File: src/rtl/mem_pkg.sv
// Shared encodings for the MEM stage: access sizes, IO window layout and RAM FSM states.
package mem_pkg;

  localparam logic [1:0] SZ_BYTE = 2'd0;
  localparam logic [1:0] SZ_HALF = 2'd1;
  localparam logic [1:0] SZ_WORD = 2'd2;

  localparam logic [23:0] IO_BASE_HI    = 24'hFFFFFF;
  localparam logic [2:0]  GPIO_DATA_OFS = 3'd0;
  localparam logic [2:0]  GPIO_DIR_OFS  = 3'd4;

  typedef enum logic {
    ST_IDLE = 1'b0,
    ST_WAIT = 1'b1
  } ram_state_t;

  // Pick the addressed little-endian lane and sign/zero extend it to a full word.
  function automatic logic [31:0] load_extend(input logic [31:0] word, input logic [1:0] lane,
                                              input logic [1:0] size, input logic zext);
    logic [31:0] shifted;
    shifted = word >> {lane, 3'b000};
    case (size)
      SZ_BYTE: load_extend = {{24{~zext & shifted[7]}}, shifted[7:0]};
      SZ_HALF: load_extend = {{16{~zext & shifted[15]}}, shifted[15:0]};
      default: load_extend = word;
    endcase
  endfunction

endpackage

File: src/rtl/gpio_bank.sv
// Memory-mapped GPIO channels: output and direction registers, 2-flop input
// synchronisers and the combinational read mux for the IO window.
module gpio_bank
  import mem_pkg::*;
#(
  parameter int GPIO_CHANNELS = 4
) (
  input  logic                      clk,
  input  logic                      rst,
  input  logic                      wr_en,
  input  logic [7:0]                offset,
  input  logic [31:0]               wdata,
  output logic [31:0]               rdata,
  output logic [GPIO_CHANNELS*32-1:0] gpio_out,
  output logic [GPIO_CHANNELS*32-1:0] gpio_oe,
  input  logic [GPIO_CHANNELS*32-1:0] gpio_in
);

  logic [GPIO_CHANNELS*32-1:0] sync_q1;
  logic [GPIO_CHANNELS*32-1:0] sync_q2;
  logic [4:0] ch;
  logic       is_data;
  logic       is_dir;

  assign ch      = offset[7:3];
  assign is_data = (offset[2:0] == GPIO_DATA_OFS);
  assign is_dir  = (offset[2:0] == GPIO_DIR_OFS);

  always_ff @(posedge clk or posedge rst) begin
    if (rst) begin
      gpio_out <= '0;
      gpio_oe  <= '0;
      sync_q1  <= '0;
      sync_q2  <= '0;
    end else begin
      sync_q1 <= gpio_in;
      sync_q2 <= sync_q1;
      for (int n = 0; n < GPIO_CHANNELS; n++) begin
        if (wr_en && ch == 5'(n)) begin
          if (is_data) gpio_out[n*32 +: 32] <= wdata;
          if (is_dir)  gpio_oe[n*32 +: 32]  <= wdata;
        end
      end
    end
  end

  // Pins driven by us read back our own output value; inputs read the synchronised pin.
  always_comb begin
    rdata = '0;
    for (int n = 0; n < GPIO_CHANNELS; n++) begin
      if (ch == 5'(n)) begin
        if (is_data)
          rdata = (sync_q2[n*32 +: 32] & ~gpio_oe[n*32 +: 32]) |
                  (gpio_out[n*32 +: 32] & gpio_oe[n*32 +: 32]);
        else if (is_dir)
          rdata = gpio_oe[n*32 +: 32];
      end
    end
  end

endmodule

File: src/rtl/mem_stage_io.sv
// MIPS MEM stage: load/store lane steering, req/ack RAM port with bus-error timeout,
// memory-mapped GPIO bank and the MEM/WB pipeline register.
module mem_stage_io
  import mem_pkg::*;
#(
  parameter int ADDR_WIDTH    = 9,
  parameter int DATA_WIDTH    = 32,
  parameter int REGS_DEPTH    = 5,
  parameter int GPIO_CHANNELS = 4,
  parameter int TIMEOUT       = 15
) (
  input  logic                        clk,
  input  logic                        rst,
  input  logic [DATA_WIDTH-1:0]       alu_data_mem,
  input  logic                        reg_d_we_mem,
  input  logic [REGS_DEPTH-1:0]       reg_d_addr_mem,
  input  logic                        reg_d_data_sel_mem,
  input  logic [DATA_WIDTH-1:0]       reg_t_data_mem,
  input  logic                        mem_rd_mem,
  input  logic                        mem_wr_mem,
  input  logic [1:0]                  mem_size_mem,
  input  logic                        mem_unsigned_mem,
  output logic                        stall_mem,
  output logic [DATA_WIDTH-1:0]       alu_data_wb,
  output logic [DATA_WIDTH-1:0]       mem_data_wb,
  output logic                        reg_d_we_wb,
  output logic [REGS_DEPTH-1:0]       reg_d_addr_wb,
  output logic                        reg_d_data_sel_wb,
  output logic                        misalign_wb,
  output logic                        bus_err_wb,
  output logic                        ram_req,
  output logic [3:0]                  ram_we,
  output logic [ADDR_WIDTH-1:0]       ram_addr,
  output logic [DATA_WIDTH-1:0]       ram_wdata,
  input  logic [DATA_WIDTH-1:0]       ram_rdata,
  input  logic                        ram_ack,
  output logic [GPIO_CHANNELS*32-1:0] gpio_out,
  output logic [GPIO_CHANNELS*32-1:0] gpio_oe,
  input  logic [GPIO_CHANNELS*32-1:0] gpio_in
);

  localparam logic [7:0] TIMEOUT_CNT = 8'(TIMEOUT);

  logic       access, is_io, misalign, ram_access, io_access, load_ok, abort;
  logic [1:0] lane;
  logic [3:0] we_mask;
  logic [31:0] io_rdata;
  ram_state_t state, state_next;
  logic [7:0] cnt, cnt_next;

  assign lane       = alu_data_mem[1:0];
  assign access     = mem_rd_mem | mem_wr_mem;
  assign is_io      = (alu_data_mem[31:8] == IO_BASE_HI);
  assign ram_access = access & ~is_io & ~misalign;
  assign io_access  = access & is_io & ~misalign;
  assign ram_addr   = alu_data_mem[ADDR_WIDTH+1:2];

  always_comb begin
    misalign = 1'b0;
    if (access) begin
      if (is_io) misalign = (mem_size_mem != SZ_WORD);
      else begin
        case (mem_size_mem)
          SZ_BYTE: misalign = 1'b0;
          SZ_HALF: misalign = lane[0];
          default: misalign = (lane != 2'b00);
        endcase
      end
    end
  end

  always_comb begin
    case (mem_size_mem)
      SZ_BYTE: begin
        ram_wdata = {4{reg_t_data_mem[7:0]}};
        we_mask   = 4'b0001 << lane;
      end
      SZ_HALF: begin
        ram_wdata = {2{reg_t_data_mem[15:0]}};
        we_mask   = 4'b0011 << lane;
      end
      default: begin
        ram_wdata = reg_t_data_mem;
        we_mask   = 4'hF;
      end
    endcase
  end

  assign ram_we = (ram_req & mem_wr_mem) ? we_mask : 4'h0;

  always_ff @(posedge clk or posedge rst) begin
    if (rst) begin
      state <= ST_IDLE;
      cnt   <= '0;
    end else begin
      state <= state_next;
      cnt   <= cnt_next;
    end
  end

  always_comb begin
    state_next = state;
    cnt_next   = cnt;
    case (state)
      ST_IDLE: begin
        if (ram_access && !ram_ack) begin
          state_next = ST_WAIT;
          cnt_next   = 8'd1;
        end
      end
      ST_WAIT: begin
        if (ram_ack || cnt == TIMEOUT_CNT) begin
          state_next = ST_IDLE;
          cnt_next   = '0;
        end else begin
          cnt_next = cnt + 8'd1;
        end
      end
      default: state_next = ST_IDLE;
    endcase
  end

  // Outputs are gated by rst so an asynchronous reset mid-WAIT drops the request at once.
  always_comb begin
    ram_req   = 1'b0;
    stall_mem = 1'b0;
    abort     = 1'b0;
    if (!rst) begin
      case (state)
        ST_IDLE: begin
          ram_req   = ram_access;
          stall_mem = ram_access & ~ram_ack;
        end
        ST_WAIT: begin
          ram_req   = 1'b1;
          stall_mem = ~ram_ack & (cnt != TIMEOUT_CNT);
          abort     = ~ram_ack & (cnt == TIMEOUT_CNT);
        end
        default: ;
      endcase
    end
  end

  gpio_bank #(.GPIO_CHANNELS(GPIO_CHANNELS)) u_gpio (
    .clk      (clk),
    .rst      (rst),
    .wr_en    (io_access & mem_wr_mem),
    .offset   (alu_data_mem[7:0]),
    .wdata    (reg_t_data_mem),
    .rdata    (io_rdata),
    .gpio_out (gpio_out),
    .gpio_oe  (gpio_oe),
    .gpio_in  (gpio_in)
  );

  assign load_ok = mem_rd_mem & ~misalign & (is_io | ram_ack);

  always_ff @(posedge clk or posedge rst) begin
    if (rst) begin
      alu_data_wb       <= '0;
      mem_data_wb       <= '0;
      reg_d_we_wb       <= 1'b0;
      reg_d_addr_wb     <= '0;
      reg_d_data_sel_wb <= 1'b0;
      misalign_wb       <= 1'b0;
      bus_err_wb        <= 1'b0;
    end else if (stall_mem) begin
      reg_d_we_wb <= 1'b0;
      misalign_wb <= 1'b0;
      bus_err_wb  <= 1'b0;
    end else begin
      alu_data_wb       <= alu_data_mem;
      reg_d_addr_wb     <= reg_d_addr_mem;
      reg_d_data_sel_wb <= reg_d_data_sel_mem;
      reg_d_we_wb       <= reg_d_we_mem & ~misalign & ~abort;
      misalign_wb       <= misalign;
      bus_err_wb        <= abort;
      mem_data_wb       <= load_ok ? load_extend(is_io ? io_rdata : ram_rdata, lane,
                                                 mem_size_mem, mem_unsigned_mem) : '0;
    end
  end

endmodule

File: config.mk
export PLATFORM = sky130hd
export DESIGN_NAME = mem_stage_io
export DESIGN_NICKNAME = d
export VERILOG_FILES = /design/src/rtl/mem_pkg.sv /design/src/rtl/gpio_bank.sv /design/src/rtl/mem_stage_io.sv
export SDC_FILE = /design/constraint.sdc
export NUM_CORES = 1
export LEC_CHECK = 0
export CAP_MARGIN = 10
export CORE_ASPECT_RATIO = 0.7
export CORE_UTILIZATION = 31
export DETAILED_ROUTE_END_ITERATION = 6
export PLACE_DENSITY = 0.63
export SETUP_SLACK_MARGIN = 0.2
export SLEW_MARGIN = 30
export SYNTH_ARGS = -nofsm -noshare
export SYNTH_HDL_FRONTEND = slang
export SYNTH_SLANG_ARGS = --single-unit
File: constraint.sdc
create_clock -name clk -period 33.3 [get_ports clk]
set_input_delay 4.995 -clock clk [delete_from_list [all_inputs] [get_ports clk]]
set_output_delay 4.995 -clock clk [all_outputs]
set_load 0.03 [all_outputs]
==> flow_metrics.env <==
export IMPL_hpwl_um=73000
export IMPL_ant_nets=0
export IMPL_syn_inst=1890
export IMPL_clk_latency_ns=0.65
export IMPL_synth_cell_types=78
export IMPL_worstPathMaxFanout=29
export IMPL_hold_class="reg -> reg"
export IMPL_start_util_pct=31.3
export IMPL_rows=85
export IMPL_tightest_slew_ns=1.07
export IMPL_status="finished, final reports clean"
export IMPL_h_tree_depth=2
export IMPL_synth_common_cells="594 x dfrtp_1, 284 x mux2_2, 149 x o21ai_0"
export IMPL_yosys_register_bits=594
export IMPL_cts_tree="built"
export IMPL_arrival_ns=7.51
export IMPL_path_delay_family="buffers and inverters"
export IMPL_synth_edf_count=0
export IMPL_clock_path_buffers=3
export IMPL_yosys_area_top_type="dfrtp_1"
export IMPL_path_cells="clkdlybuf4s50_1, buf_4, a21oi_1, nor2_1, a21oi_1, o211ai_1, a31oi_1, clkdlybuf4s50_1"
export IMPL_worstPathRequired_ns=28.30
export IMPL_min_period_ns=12.51
export IMPL_critPathMaxStageDelay_ns=0.72
export IMPL_grt_pass1_vias=19100
export IMPL_ys_async_sr_fraction_pct=100
export IMPL_highest_layer="met5"
export IMPL_die_w_um=336
export IMPL_path_clk_slew_ns=0.06
export IMPL_via_per_inst=5.23
export IMPL_ctsResizeCount=0
export IMPL_ios=615
export IMPL_clock_fmax_mhz=79.9
export IMPL_drt_first_pass_iters=6
export IMPL_fin_crit_sh_pct=37.6
export IMPL_grt_setup_unrepaired="false"
export IMPL_setup_tns_ns=0
export IMPL_start_kind="input pin"
export IMPL_wl_met3_um=9920
export IMPL_worst_setup_path_type="in -> out"
export IMPL_routed_wire_length_per_instance_um=28.3
export IMPL_die_y_um=235
export IMPL_syn_area_per_cell_um2=12.8
export IMPL_netlist_area_um2=24100
export IMPL_syn_nets=2130
export IMPL_grt_antenna_before_repair=16
export IMPL_overflow=0
export IMPL_yosys_warnings=0
export IMPL_die_area_um2=79000
export IMPL_wl_met1_um=43000
export IMPL_io_buffers=614
export IMPL_wirelength_um=101000
export IMPL_synth_seq_area_share_pct=61.6
export IMPL_drtIter0Drc=1435
export IMPL_gp_congestion=0.912
export IMPL_hold_buffers=0
export IMPL_drc_errors=0
export IMPL_netlist_top_cells_area="dfrtp_1 62%, mux2_2 13%, o21ai_0 3.1%"
export IMPL_setup_violations=0
export IMPL_multiInputGateArea_um2=8470
export IMPL_clock_root_buffer="clkbuf_16"
export IMPL_n_fill_cell=7061
export IMPL_hold_viol=0
export IMPL_synth_ff_type="dfrtp_1"
export IMPL_grt_max_degree=180
export IMPL_cpMaxStageDelayCell="clkdlybuf4s50_1"
export IMPL_r2r_setup_slack_ns=30.16
export IMPL_numCtsBuffers=58
export IMPL_finClkSkew_ns=0.0258
export IMPL_leakagePower_nw=14.2
export IMPL_core_area_um2=77000
export IMPL_slew_headroom_pct=28.5
export IMPL_clock_sinks=594
export IMPL_maxCapViolCount=0
export IMPL_final_net_count=2708
export IMPL_slew_viol_final=0
export IMPL_power_density_nw_per_um2=47.9
export IMPL_wl_met2_um=45900
export IMPL_register_area_um2=14900
export IMPL_track_usage_pct=25.3
export IMPL_yosysMostFrequentCell="dfrtp_1"
export IMPL_grt_pass1_wl_um=143000
export IMPL_vias=18600
export IMPL_end_kind="output port"
export IMPL_layout_drive_gt1_share_pct=19.7
export IMPL_cts_setup_buffers=0
export IMPL_timing_hold_ws_ns=0.343
export IMPL_ir_worst_vdd_uv=33.4
export IMPL_cp_num_buf_inv=3
export IMPL_areaGrowthSynthToFinish_pct=37.8
export IMPL_synthDominantCellAreaShare_pct=61.6
[state kept, by name, summed over array words and instances, names as in the netlist]
register,count
u_gpio.gpio_oe,128
u_gpio.gpio_out,128
u_gpio.sync_q1,128
u_gpio.sync_q2,128
alu_data_wb,32
mem_data_wb,32
cnt,8
reg_d_addr_wb,5
bus_err_wb,1
misalign_wb,1
reg_d_data_sel_wb,1
reg_d_we_wb,1
state,1
[logic make-up after synthesis]
| logic type | after synthesis | share of synthesized area, % |
|---|---|---|
| flip-flops | 594 | 61.6 |
| AND/OR/NAND/NOR | 363 | 8.09 |
| multiplexers | 322 | 15.2 |
| AO/OA/AOI/OAI | 428 | 11.2 |
| adder cells (fa/ha/maj) | 1 | 0.0518 |
| XOR/XNOR | 3 | 0.109 |
| buffers and inverters | 179 | 3.73 |
[cells in the final DEF (no fill, tap or decap), types with 7 or more instances in the layout]
| master | instances |
|---|---|
| a211oi_1 | 12 |
| a21oi_1 | 93 |
| a31oi_1 | 16 |
| and3_1 | 7 |
| buf_4 | 39 |
| clkbuf_1 | 13 |
| clkbuf_16 | 58 |
| clkbuf_8 | 13 |
| clkdlybuf4s50_1 | 609 |
| clkinv_2 | 11 |
| dfrtp_1 | 594 |
| inv_1 | 35 |
| mux2_1 | 22 |
| mux2_2 | 284 |
| mux2i_1 | 10 |
| nand2_1 | 106 |
| nand2b_1 | 25 |
| nand3_1 | 29 |
| nand4_1 | 13 |
| nor2_1 | 67 |
| nor2_4 | 9 |
| nor2b_1 | 9 |
| nor3_1 | 16 |
| nor3b_1 | 21 |
| o211ai_1 | 25 |
| o21a_1 | 15 |
| o21ai_0 | 146 |
| o22ai_1 | 10 |
| o311ai_0 | 14 |
| o31a_1 | 10 |
| o31ai_1 | 9 |
| or3b_2 | 19 |
[power breakdown]
group | switching [W] | internal (W) | total [W]
Clock | 0.000293 | 0.000382 | 0.000676
Sequential | 0.00000900 | 0.000744 | 0.000753
Combinational | 0.0000999 | 0.0000632 | 0.000163
Total | 0.000402 | 0.00119 | 0.00159
[area by class of cell]
cell class                 instances  area share, %
sequential                       594           44.7
multi-input combinational       1117           25.5
timing repair buffer             659           19.6
clock buffer                      84           5.05
tap                             1044           3.93
clock inverter                    22          0.798
inverter                          38          0.451
antenna                            4         0.0301
[path summary, 6_finish.rpt]
kind,depth (start not counted),endpoint,startpoint
max,8,ram_we[2],alu_data_mem[1]
min,0,u_gpio.sync_q2[110],u_gpio.sync_q1[110]
max reg2reg,7,mem_data_wb[24],u_gpio.gpio_out[88]
min reg2reg,0,u_gpio.sync_q2[110],u_gpio.sync_q1[110]
max in group asynchronous,5,u_gpio.gpio_oe[115],rst
min in group asynchronous,2,bus_err_wb,rst
[metrics by stage]
step | instance area (um2) | cells | power, W | utilization, % | setup slack [ns]
after floorplan | 24100 | 1890 | 0.000840 | - | 8.08
after global placement | 31200 | 3451 | 0.000927 | 40.6 | 20.80
after detailed placement | 31300 | 3451 | 0.000929 | 40.6 | 20.73
after CTS | 33200 | 3557 | 0.00161 | 43.1 | 20.72
after global routing | 33200 | 3559 | 0.00165 | 43.2 | 20.57
final | 33300 | 3562 | 0.00159 | 43.2 | 20.79
[routing by layer]
metal | track usage [%] | vias to the layer above
met4 | 6.05 | 14
met5 | 0 | -
met2 | 39.2 | 906
met3 | 7.75 | 148
li1 | - | 7939
met1 | 34.5 | 9627
[worst reg2reg max path: stages, from the launching register on]
cell and delay (ns):
dfrtp_1 0.42, o21ai_1 0.57, nand4_1 0.40, and3_1 0.30, o21ai_0 0.77, a31oi_1 0.28
o211ai_1 0.17, nand3_1 0.09
Power figures use the tool's default switching activity.
